===== config.mk =====
export PLATFORM = sky130hd
export DESIGN_NAME = id_ex_snapshot_dumper
export DESIGN_NICKNAME = d
export VERILOG_FILES = /design/src/rtl/id_ex_snapshot_dumper.sv
export SDC_FILE = /design/constraint.sdc
export NUM_CORES = 1
export LEC_CHECK = 0
export CAP_MARGIN = 0
export CORE_ASPECT_RATIO = 0.9
export CORE_MARGIN = 5
export CORE_UTILIZATION = 53
export DETAILED_ROUTE_END_ITERATION = 6
export PLACE_DENSITY = 0.81
export SLEW_MARGIN = 20
export SYNTH_ARGS = -nofsm -noshare
export SYNTH_HDL_FRONTEND = slang
export SYNTH_SLANG_ARGS = --single-unit

===== constraint.sdc =====
create_clock -name clock -period 5.6 [get_ports clock]
set_clock_uncertainty 0.05 [all_clocks]
set_input_delay 1.12 -clock clock [delete_from_list [all_inputs] [get_ports clock]]
set_output_delay 1.12 -clock clock [all_outputs]
set_load 0.005 [all_outputs]

===== src/rtl/id_ex_snapshot_dumper.sv =====
// Debug read-out for the ID/EX pipeline register. On request it freezes the
// register contents and streams them as a header/payload/checksum byte frame.
module id_ex_snapshot_dumper #(
  parameter logic [7:0] HEADER      = 8'hA5,
  parameter bit         CHECKSUM_EN = 1'b1
) (
  input  logic         clock,
  input  logic         reset,
  input  logic         dumpReq,
  input  logic [132:0] snapIn,
  output logic [7:0]   txData,
  output logic         txValid,
  input  logic         txReady,
  output logic         busy,
  output logic         done
);

  typedef enum logic [2:0] {IDLE, HDR, PAY, CHK, FIN} state_t;

  state_t         state, stateNext;
  logic [132:0]   snap, snapNext;
  logic [4:0]     cnt, cntNext;
  logic [7:0]     acc, accNext;
  logic [135:0]   payload;
  logic [7:0]     payByte;

  assign payload = {3'b000, snap};

  // Byte cnt of the payload, most significant byte first.
  always_comb begin
    payByte = '0;
    for (int unsigned i = 0; i < 17; i++) begin
      if (cnt == 5'(i)) payByte = payload[135 - 8*i -: 8];
    end
  end

  always_ff @(posedge clock or posedge reset) begin
    if (reset) begin
      state <= IDLE;
      snap  <= '0;
      cnt   <= '0;
      acc   <= '0;
    end else begin
      state <= stateNext;
      snap  <= snapNext;
      cnt   <= cntNext;
      acc   <= accNext;
    end
  end

  // Outputs decode from the registered state only, so an async reset clears them at once.
  always_comb begin
    stateNext = state;
    snapNext  = snap;
    cntNext   = cnt;
    accNext   = acc;
    txData    = '0;
    txValid   = 1'b0;
    busy      = 1'b0;
    done      = 1'b0;
    case (state)
      IDLE: begin
        if (dumpReq) begin
          snapNext  = snapIn;
          cntNext   = '0;
          accNext   = '0;
          stateNext = HDR;
        end
      end
      HDR: begin
        txData  = HEADER;
        txValid = 1'b1;
        busy    = 1'b1;
        if (txReady) stateNext = PAY;
      end
      PAY: begin
        txData  = payByte;
        txValid = 1'b1;
        busy    = 1'b1;
        if (txReady) begin
          accNext = acc ^ payByte;
          if (cnt == 5'd16) stateNext = CHECKSUM_EN ? CHK : FIN;
          else              cntNext   = cnt + 5'd1;
        end
      end
      CHK: begin
        txData  = acc;
        txValid = 1'b1;
        busy    = 1'b1;
        if (txReady) stateNext = FIN;
      end
      FIN: begin
        done      = 1'b1;
        stateNext = IDLE;
      end
      default: stateNext = IDLE;
    endcase
  end

endmodule


==> run metrics, run 1 <==
status=completed; initial antenna violation count=0; Slew Viols, Final=0; cts bufs inserted=17; Die Y=roughly 130 um; Root Buffer=clkbuf_16; total setup buffers inserted after CTS=0; Static Leak=between 4 and 5 nW; Post-synth EDFFs=0; setup TNS=0 ps; ANT cells=0; Worst setup SP type=register; largest net degree at the start of global routing=a little under 100; DR iter-0 viols=between 800 and 900; RSZ-0062 raised after global routing=no; Final Critical Period=between 5000 and 6000 ps; CP endpoint kind=output pin; I/O pin count=148; top cell type by total area after synthesis=dfrtp_1; CTS tree=built; cell with the most instances after synthesis=nand2_1; most instantiated cells after synthesis=nand2_1, dfrtp_1, clkbuf_1; Clk Latency, worst-skew pair=430 ps; vias in the first global route=around 7400; die area=around 0.017 mm^2; Gate Count Post-Synth=roughly 990; crit path max fanout=26; die span in x=about 140 um; final setup margin=174 ps; maxcap violations=0; Critical Path AT=4260 ps; drt pass-1 iters=6; distinct cell type count after synthesis=67; slew at the pin closest to its max-slew limit=949 ps; drt via density=approximately 5.7; worst min-delay path class=reg2reg; post-synth top area share=0.472; Seq/Total Area, Yosys=0.472; kind of critical path=reg2out; layout cells sized above 1=0.0574; FMAX=approximately 180 MHz; YS warnings=0; Final Wtd Congestion=around 0.99; post-CTS sizing=0; routed wire length=24200 um; filler instances=approximately 1200; Max Buffers Root-to-Sink=2; worst slack, placed=slightly above 800 ps; largest stage delay on the critical path=about 800 ps; Core ar.=about 0.015 mm^2; Initial Util=0.538; gr ovfl total=0; Post-Syn Area per Cell=7.97 um^2; Area growth syn-to-layout=27.3%; first-pass GRT wire length=39300 um; Worst-path clk slew=roughly 60 ps; Layout Utilization=0.686; data required time at the worst endpoint=4430 ps; DR vias=7531; hold buffer count at CTS=0; worst vdd ir=between 0.3 and 0.4 mV; Synth area leaders=dfrtp_1, nand2_1, clkbuf_1; final net count=approximately 1200; port buffer count=~150; H-tree depth=4; Worst path slowest cell=a2111oi_0; drt drc=0; pwr dens=between 400 and 500 mW/mm^2; crit path cell chain=ha_1, nor3b_1, or4_1, a2111oi_0, nor3_1, a211o_1, o22ai_1, clkdlybuf4s50_1; relative slew slack=0.358; # setup viols final=0; share of synthesized flip-flops with an asynchronous set or reset=1.00; routed length per instance=18.4 um; GRT Util Overall=0.278; Main synth FF type=dfrtp_1; DP HPWL=~17000 um; Rows=42; Yosys reg bits=between 100 and 150; Antenna Nets Post-Route=0; Clock Sinks=149; Final Hold Violating Endpoints=0; Synth Cell Area=~0.008 mm^2; Post-Synthesis Net Count=roughly 1100; crit share post-route=0.969
-- worst max-delay path: cells and delay by family (launching register included) --
family / cells / cell delay, ps
and+or+nand+nor: 3 / 780
buffers and inverters: 1 / 540
AOI/OAI and AO/OA: 3 / 1280
adders and majority gates: 1 / 780
DFF: 1 / 430
-- worst paths after layout --
check / from / to / slack, ps / cells after the start
worst max register to register: cnt[0] / acc[6] / 2120 / 8
worst min-delay path: snap[132] / snap[132] / 430 / 2
min in group asynchronous: reset / snap[123] / 1210 / 2
worst min register to register: snap[132] / snap[132] / 430 / 2
max in group asynchronous: reset / snap[34] / 3320 / 3
worst max-delay path: cnt[0] / txData[4] / 170 / 8
-- layout by cell type (no fill, tap or decap), types with 4 or more instances in the layout --
cell type and instances:
a221oi_1 5, inv_6 4, nor2b_1 13, clkdlybuf4s50_1 147, or2_2 8, nand2b_1 12
nand4bb_1 6, clkinv_4 4, a21oi_1 37, nor3_1 11, nand4_1 5, clkbuf_16 17
nor4bb_1 4, o2bb2ai_1 5, a21o_1 4, nand3_1 6, nor2_1 40, a2111oi_0 4
mux2i_1 5, inv_1 17, a211o_1 8, a32oi_1 4, nor3b_1 8, buf_4 15
o21ai_0 35, o221ai_1 4, nand2_1 422, dfrtp_1 149, a221o_1 5, ha_1 5
a211oi_1 12, or4_1 4, nand3b_1 12, o22ai_1 7, or3_1 4
-- where the power goes --
part	internal, mW	total, mW	switching (mW)
registers	1.57	1.99	0.418
clock network	0.677	1.16	0.478
logic	0.749	1.79	1.04
total	2.99	4.93	1.94
-- metal layers --
| layer | GRT usage | vias up | part of all wire | wire [um] |
|---|---|---|---|---|
| li1 | - | 3552 | - | - |
| met1 | 0.418 | 3549 | 0.46 | 11100 |
| met2 | 0.403 | 387 | 0.43 | 10400 |
| met3 | 0.0739 | 43 | 0.097 | 2360 |
| met4 | 0.0725 | 0 | 0.016 | 387 |
| met5 | 0 | - | 0 | 0 |
-- registers in the layout, indices dropped and copies added (netlist names) --
register / flops
acc: 8
snap: 133
state: 3
cnt: 5
-- cells by family (layout without fill, tap and decap cells) --
family,count (synthesis),after routing,share of synthesized area
XOR/XNOR,3,3,0.00333
AO/OA/AOI/OAI,162,162,0.140
flip-flops,149,149,0.472
AND/OR/NAND/NOR,578,578,0.325
multiplexers,6,6,0.00777
buffers and inverters,88,212,0.0437
adder cells (fa/ha/maj),5,5,0.00792
-- area by class of cell --
| cell class | instances | area [um^2] | share of cell area |
|---|---|---|---|
| Multi-Input combinational cell | 754 | 3830 | 0.381 |
| Sequential cell | 149 | 3730 | 0.371 |
| Timing Repair Buffer | 162 | 1580 | 0.158 |
| Clock buffer | 20 | 447 | 0.0444 |
| Tap cell | 198 | 248 | 0.0246 |
| Clock inverter | 12 | 145 | 0.0144 |
| Inverter | 18 | 72.6 | 0.00722 |
-- metrics by stage --
stage / hold slack (ps) / power [mW] / instances / instance area [um^2]
after global routing: 447 / 5.26 / 1313 / 10100
after CTS: 430 / 4.92 / 1313 / 10100
after detailed placement: 414 / 3.74 / 1281 / 9460
final: 430 / 4.93 / 1313 / 10100
after floorplan: 387 / 3.04 / 991 / 7900
after global placement: 402 / 3.70 / 1281 / 9460
Note: power is estimated with default switching activity, not from simulation.
==> run 2: changes to the inputs <==
- PLACE_DENSITY: 0.81 -> 0.9
==> run 2 against run 1 <==
Via count increased by 0.33%. Largest power group unchanged. Critical path type unchanged. Fmax is 3.4% higher. First-iteration DRC count rose by 35%. Cell count is 0.30% higher. Highest routed layer unchanged. Clock-buffer cell count shrank 1.
==> run metrics, run 2 (same netlist as run 1, synthesis figures left out) <==
RR Startpoint=cnt[1]; Worst-path clk slew=roughly 60 ps; drt pass-1 iters=5; RSZ-0062 raised after global routing=no; drt drc=0; drt via density=around 5.7; DR iter-0 viols=1079; layout cells sized above 1=0.0626; Design Power=around 5.0 mW; Antenna Nets Post-Route=0; crit share post-route=0.937; max FFs per register=roughly 130; Critical Path AT=4080 ps; die area=between 0.015 and 0.02 mm^2; Slew Viols, Final=0; Final Wtd Congestion=approximately 0.97; relative slew slack=0.418; setup TNS=0 ps; gr ovfl total=0; worst vdd ir=roughly 0.53 mV; port buffer count=about 150; I/O pin count=around 150; routed length per instance=between 15 and 20 um; maxcap violations=0; Rows=42; largest net degree at the start of global routing=88; initial antenna violation count=0; CP endpoint kind=output pin; FMAX=roughly 190 MHz; die span in x=roughly 140 um; ANT cells=0; biggest regs=snap: 133 flops, acc: 8 flops, cnt: 5 flops; hold buffer count at CTS=0; DP HPWL=17600 um; Initial Util=0.538; reg2reg setup slack=between 2000 and 2500 ps; Static Leak=roughly 4.8 nW; data required time at the worst endpoint=4430 ps; final net count=about 1200; Clk Latency, worst-skew pair=roughly 430 ps; total setup buffers inserted after CTS=0; Core ar.=0.0147 mm^2; Hold Path Stages=2; Clock Sinks=approximately 150; vias in the first global route=roughly 7300; Final Critical Period=around 5200 ps; commonest non-fill, non-tap cell in the layout=nand2_1; CTS tree=built; cts bufs inserted=17; crit path max fanout=15; Area growth syn-to-layout=28.0%; Worst setup SP type=register; min-delay src=snap[15]; GRT Util Overall=0.278; routed wire length=roughly 24000 um; Root Buffer=clkbuf_16; post-CTS sizing=0; hold slack=430 ps; most frequent cells in the layout=nand2_1, dfrtp_1, clkdlybuf4s50_1; pwr dens=491 mW/mm^2; Die Y=126 um; WHS Endpoint=snap[15]; slew at the pin closest to its max-slew limit=between 800 and 900 ps; kind of critical path=reg2out; H-tree depth=4; DR vias=around 7600; Top reg by flops=snap; filler instances=~1100; # setup viols final=0; Worst Reg-to-Reg Cells=8; worst min-delay path class=reg2reg; Max Buffers Root-to-Sink=2; r2r endpoint=acc[4]; Final Hold Violating Endpoints=0; first-pass GRT wire length=39400 um; status=completed
-- run 2: critical path, cell delays in order (launching register included) --
cell and delay [ps]:
dfrtp_1 400, inv_1 90, ha_1 400, buf_4 280, or4_1 520, a2111oi_0 800
nor3_1 140, a211o_1 280, o22ai_1 210, clkdlybuf4s50_1 530
-- run 2: power by group --
part           leakage, nW  internal, mW  switching [mW]
registers             1.87          1.57           0.403
logic                 2.59         0.754            1.06
clock network        0.295         0.721           0.459
-- run 2: final cells by class --
| type | instances | area [um^2] | area share |
|---|---|---|---|
| clock inverter | 12 | 155 | 0.0154 |
| clock buffer | 19 | 453 | 0.0448 |
| tap | 198 | 248 | 0.0245 |
| multi-input combinational | 754 | 3830 | 0.379 |
| timing repair buffer | 167 | 1620 | 0.160 |
| sequential | 149 | 3730 | 0.369 |
| inverter | 18 | 72.6 | 0.00718 |
-- run 2: per-stage QoR --
step / setup WS (ps) / std cells / util / instance area (um^2)
4_1_cts: 486 / 1317 / 0.689 / 10100
3_5_place_dp: 966 / 1286 / 0.648 / 9500
5_1_grt: 149 / 1317 / 0.689 / 10100
6_report: 351 / 1317 / 0.689 / 10100
3_3_place_gp: 1010 / 1286 / 0.648 / 9500
2_1_floorplan: 422 / 991 / - / 7900
-- run 2: how the worst max path moves through the flow --
stage           endpoint    from  depth (start not counted)  slack [ps]
2_1_floorplan     acc[0]   reset                          1         420
3_3_place_gp   txData[4]  cnt[1]                          9        1010
3_5_place_dp   txData[3]  cnt[1]                         10         970
4_1_cts        txData[1]  cnt[1]                         10         490
5_1_grt        txData[4]  cnt[1]                          9         150
6_report       txData[4]  cnt[1]                          9         350
-- run 2: layer usage --
layer,vias to the layer above,share of wire,global-route usage
met2,365,0.45,0.423
met3,35,0.094,0.0591
met5,-,0,0
li1,3549,-,-
met1,3607,0.44,0.413
met4,0,0.013,0.0650
==> run 3: changes to the inputs <==
- GPL_ROUTABILITY_DRIVEN: unset -> 0
==> run 3 against run 2 <==
Power hardly changed. Flip-flop and latch count unchanged. Sequential share of layout area is 0.21 points higher. Global-route usage decreased by 0.49 points. Highest routed layer unchanged. Utilization decreased by 0.39 points. Critical path depth fell by 1. Largest cell class unchanged. Clock power about the same. Fmax down 1.6%. Largest power group unchanged. The flow now finishes with violations (design-rule violations). Register-to-register slack got worse by 30 ps. Combinational power hardly changed. Non-clock buffer count down 7. Critical path type unchanged. Wire length decreased by 1.2%.
==> run metrics, run 3 (same netlist as run 1, synthesis figures left out) <==
status=finished, violations left; violated checks=design-rule violations; # setup viols final=0; H-tree depth=4; first-pass GRT wire length=slightly below 40000 um; relative slew slack=0.318; Slew Viols, Final=0; setup TNS=0 ps; routed length per instance=roughly 18 um; reg2reg setup slack=roughly 2200 ps; biggest regs=snap: 133 flops, acc: 8 flops, cnt: 5 flops; multi-input logic area=roughly 0.0038 mm^2; M2 GR Usage=0.404; DR vias=about 7700; cts bufs inserted=17; worst slack, placed=about 870 ps; hold buffer count at CTS=0; vias in the first global route=7435; commonest non-fill, non-tap cell in the layout=nand2_1; initial antenna violation count=0; Worst-path clk slew=roughly 60 ps; Max Buffers Root-to-Sink=2; total setup buffers inserted after CTS=0; max FFs per register=between 100 and 150; die area=roughly 0.017 mm^2; Static Leak=about 4.7 nW; port buffer count=about 150; worst min-delay path class=reg2reg; crit path max fanout=24; Core ar.=roughly 0.015 mm^2; kind of critical path=reg2out; crit share post-route=0.952; largest net degree at the start of global routing=94; GRT Util Overall=0.273; CTS tree=built; drt drc=11; pwr dens=around 500 mW/mm^2; Critical path origin=cnt[0]; Top reg by flops=snap; non-filler instance count after layout=~1300; Rows=42; DR iter-0 viols=1147; FMAX=approximately 190 MHz; met3 GRT Util=0.0667; final setup margin=approximately 270 ps; ANT cells=0; worst vdd ir=0.374 mV; Clk Latency, worst-skew pair=around 430 ps; hold slack=432 ps; RR Startpoint=cnt[0]; largest stage delay on the critical path=940 ps; Critical Path AT=~4200 ps; routed wire length=about 24000 um; Final Hold Violating Endpoints=0; Worst Reg-to-Reg Cells=7; Worst setup SP type=register; gr ovfl total=0; Final Critical Period=5330 ps; GR Layer Usage met1=0.395; DP HPWL=16700 um; FF+latch area=about 0.0037 mm^2; busiest grt layer=met2; I/O pin count=148; Antenna Nets Post-Route=0; filler instances=about 1100; crit path cell chain=inv_1, ha_1, nor4bb_1, a221oi_1, a31oi_1, o21ai_0, a211oi_1, clkdlybuf4s50_1; final net count=~1200; drt pass-1 iters=7; Die Y=126 um; CP endpoint kind=output pin; Cells after DPL=1279; Root Buffer=clkbuf_16; layout cells sized above 1=0.0566; Clock Sinks=approximately 150; RSZ-0062 raised after global routing=no; drt via density=between 5 and 6; die span in x=roughly 140 um; maxcap violations=0; most frequent cells in the layout=nand2_1, dfrtp_1, clkdlybuf4s50_1; r2r endpoint=acc[2]; Initial Util=0.538; post-CTS sizing=0; slew at the pin closest to its max-slew limit=approximately 1000 ps; Area growth syn-to-layout=27.3%; Design Power=about 5 mW; data required time at the worst endpoint=about 4400 ps; Worst path slowest cell=nor4bb_1; crit path to=txData[3]
-- run 3: per-layer routing --
metal  wire length, um  up-vias
met3              2610       87
met4               857        0
li1                  -     3537
met2             10500      524
met5                 0        -
met1              9930     3585
-- run 3: how the worst min path moves through the flow --
stage,from,cells past startpoint,end
after CTS,snap[67],2,snap[67]
after detailed placement,snap[10],2,snap[10]
after global routing,snap[10],2,snap[10]
after floorplan,snap[71],2,snap[71]
after global placement,snap[10],2,snap[10]
final,snap[67],2,snap[67]
-- run 3: final cells by class --
cell class | instances | area share
clock buffer | 22 | 0.0482
clock inverter | 10 | 0.0118
inverter | 18 | 0.00722
multi-input combinational | 754 | 0.381
sequential | 149 | 0.371
tap | 198 | 0.0247
timing repair buffer | 160 | 0.156
-- run 3: critical path, delay by kind of cell, from the launching register on --
family,cells,cell delay [ps]
flip-flops,1,440
AND/OR/NAND/NOR,1,940
buffers and inverters,2,680
adder cells (fa/ha/maj),1,640
AO/OA/AOI/OAI,4,1040
-- run 3: metrics by stage --
stage	utilization	cell area [um^2]
finish	0.685	10000
global route	0.685	10000
CTS	0.685	10000
detailed placement	0.644	9450
global placement	0.644	9450
floorplan	-	7900
-- run 3: power by group --
part / internal, mW / leakage, nW / switching (mW)
Clock: 0.705 / 0.289 / 0.456
Sequential: 1.57 / 1.87 / 0.429
Combinational: 0.745 / 2.55 / 1.06
==> RTL change, RTL diff (config.mk and constraints of run 1) <==
Compare `cnt` against `5'd16` with >= in place of ==.
--- a/src/rtl/id_ex_snapshot_dumper.sv
+++ b/src/rtl/id_ex_snapshot_dumper.sv
@@ -79,7 +79,7 @@
         busy    = 1'b1;
         if (txReady) begin
           accNext = acc ^ payByte;
-          if (cnt == 5'd16) stateNext = CHECKSUM_EN ? CHK : FIN;
+          if (cnt >= 5'd16) stateNext = CHECKSUM_EN ? CHK : FIN;
           else              cntNext   = cnt + 5'd1;
         end
       end
Formal check against the unedited RTL: same outputs for any inputs over 10 cycles, from zero or initial values and one cycle with reset high; that may be too few to reach the edited logic, so the function may still have changed.
==> RTL change against run 1 <==
Count of clock-buffer cells in the layout shrank 2; sequential cell count is the same; routed wire length grew 4.8%; power grew 4.7%; via count shrank 1.3%; synthesized cell count shrank 2.0%; first-iteration DRC count shrank 19%; design area shrank 1.1%; worst setup slack gained 0.20 ns; non-clock buffer count grew 1; worst hold slack lost 0.0081 ns; synthesized area shrank 1.4%; critical path type unchanged; largest power group unchanged.
==> RTL change: results (changes against run 1) <==
slowest stage delay, CP 0.66 ns (-0.14 ns); outcome finished, final reports clean; Synth cell types 69 (+3.0%); sequential share of the synthesized area 47.9% (+0.65 points); Crit-path slowest cell ha_1; vias in the first global route 7324 (-0.68%); Hold Path Sink snap[16]$_DFFE_PP0P_; met1 Track Usage GR 44.4% (+2.5 points); largest net degree at the start of global routing 79 (-19%); Worst R2R Start cnt[1]$_DFFE_PP0P_; first-pass GRT wire length 40000 um (+2.0%); flop-to-flop setup slack 2.35 ns (+0.23 ns); Crit Path Max Fanout 20 (-23%); hpwl dp 18800 um (+8.7%); most frequent cells after synthesis 422 x nand2_1, 149 x dfrtp_1, 43 x nor2_1, 41 x a21oi_1, 41 x clkbuf_1; Synthesized Nets 1113 (-1.8%); global routing's busiest layer met2; Final nets 1230 (-1.1%); top cells by area, synth dfrtp_1 48%, nand2_1 20%, a21oi_1 2.6%; All-Layer GR Usage 30.1% (+2.2 points); fill cell count 1208 (-0.41%); Routed WL 25400 um (+4.8%); share of cells above drive strength 1 5.00% (-0.74 points); met2 Usage GRT 45.5% (+5.2 points); First-pass DRT Iterations 5 (-1); Post-DP Area 0.00936 mm^2 (-1.1%); post-place setup slack 0.863 ns (+0.0485 ns); VDD IR-drop max 0.000557 V (+67%); GP Congestion 0.940 (-5.3%); Vias/cell 5.73 (-0.16%); min-delay src snap[16]$_DFFE_PP0P_; drt first-iter violations 647 (-19%)
RTL change: layout make-up:
cell class | count | area share [%]
Clock buffer | 18 | 4.42
Clock inverter | 13 | 1.50
Inverter | 21 | 0.843
Multi-Input combinational cell | 736 | 37.3
Sequential cell | 149 | 37.5
Tap cell | 198 | 2.49
Timing Repair Buffer | 163 | 16.0
RTL change: how the worst max path moves through the flow:
stage | slack [ns] | cells past startpoint | to | from
final | 0.37 | 9 | txData[7] | cnt[1]$_DFFE_PP0P_
after global routing | 0.14 | 9 | txData[7] | cnt[1]$_DFFE_PP0P_
after CTS | 0.40 | 9 | txData[7] | cnt[1]$_DFFE_PP0P_
after detailed placement | 0.86 | 9 | txData[7] | cnt[1]$_DFFE_PP0P_
after global placement | 0.85 | 9 | txData[7] | cnt[1]$_DFFE_PP0P_
after floorplan | 0.42 | 1 | acc[0]$_DFFE_PP0P_ | reset
RTL change: power breakdown:
part | switching [mW] | internal (mW)
Sequential | 0.438 | 1.57
Clock | 0.469 | 0.672
Combinational | 1.21 | 0.803
Total | 2.12 | 3.05
RTL change: stage by stage:
stage          cells  hold slack [ns]  utilization [%]
6_report        1298            0.422             68.3
5_1_grt         1298            0.442             68.3
4_1_cts         1298            0.422             68.3
3_5_place_dp    1267            0.407             64.3
3_3_place_gp    1267            0.405             64.3
2_1_floorplan    971            0.387                -
RTL change: kinds of logic (layout without fill, tap and decap cells):
logic type / count (synthesis) / in the layout / synth area share (%)
flip-flops: 149 / 149 / 47.9
AO/OA/AOI/OAI: 167 / 167 / 14.6
buffers and inverters: 86 / 215 / 4.61
XOR/XNOR: 5 / 5 / 0.562
multiplexers: 7 / 7 / 0.900
adder cells (fa/ha/maj): 5 / 5 / 0.803
AND/OR/NAND/NOR: 552 / 552 / 30.6
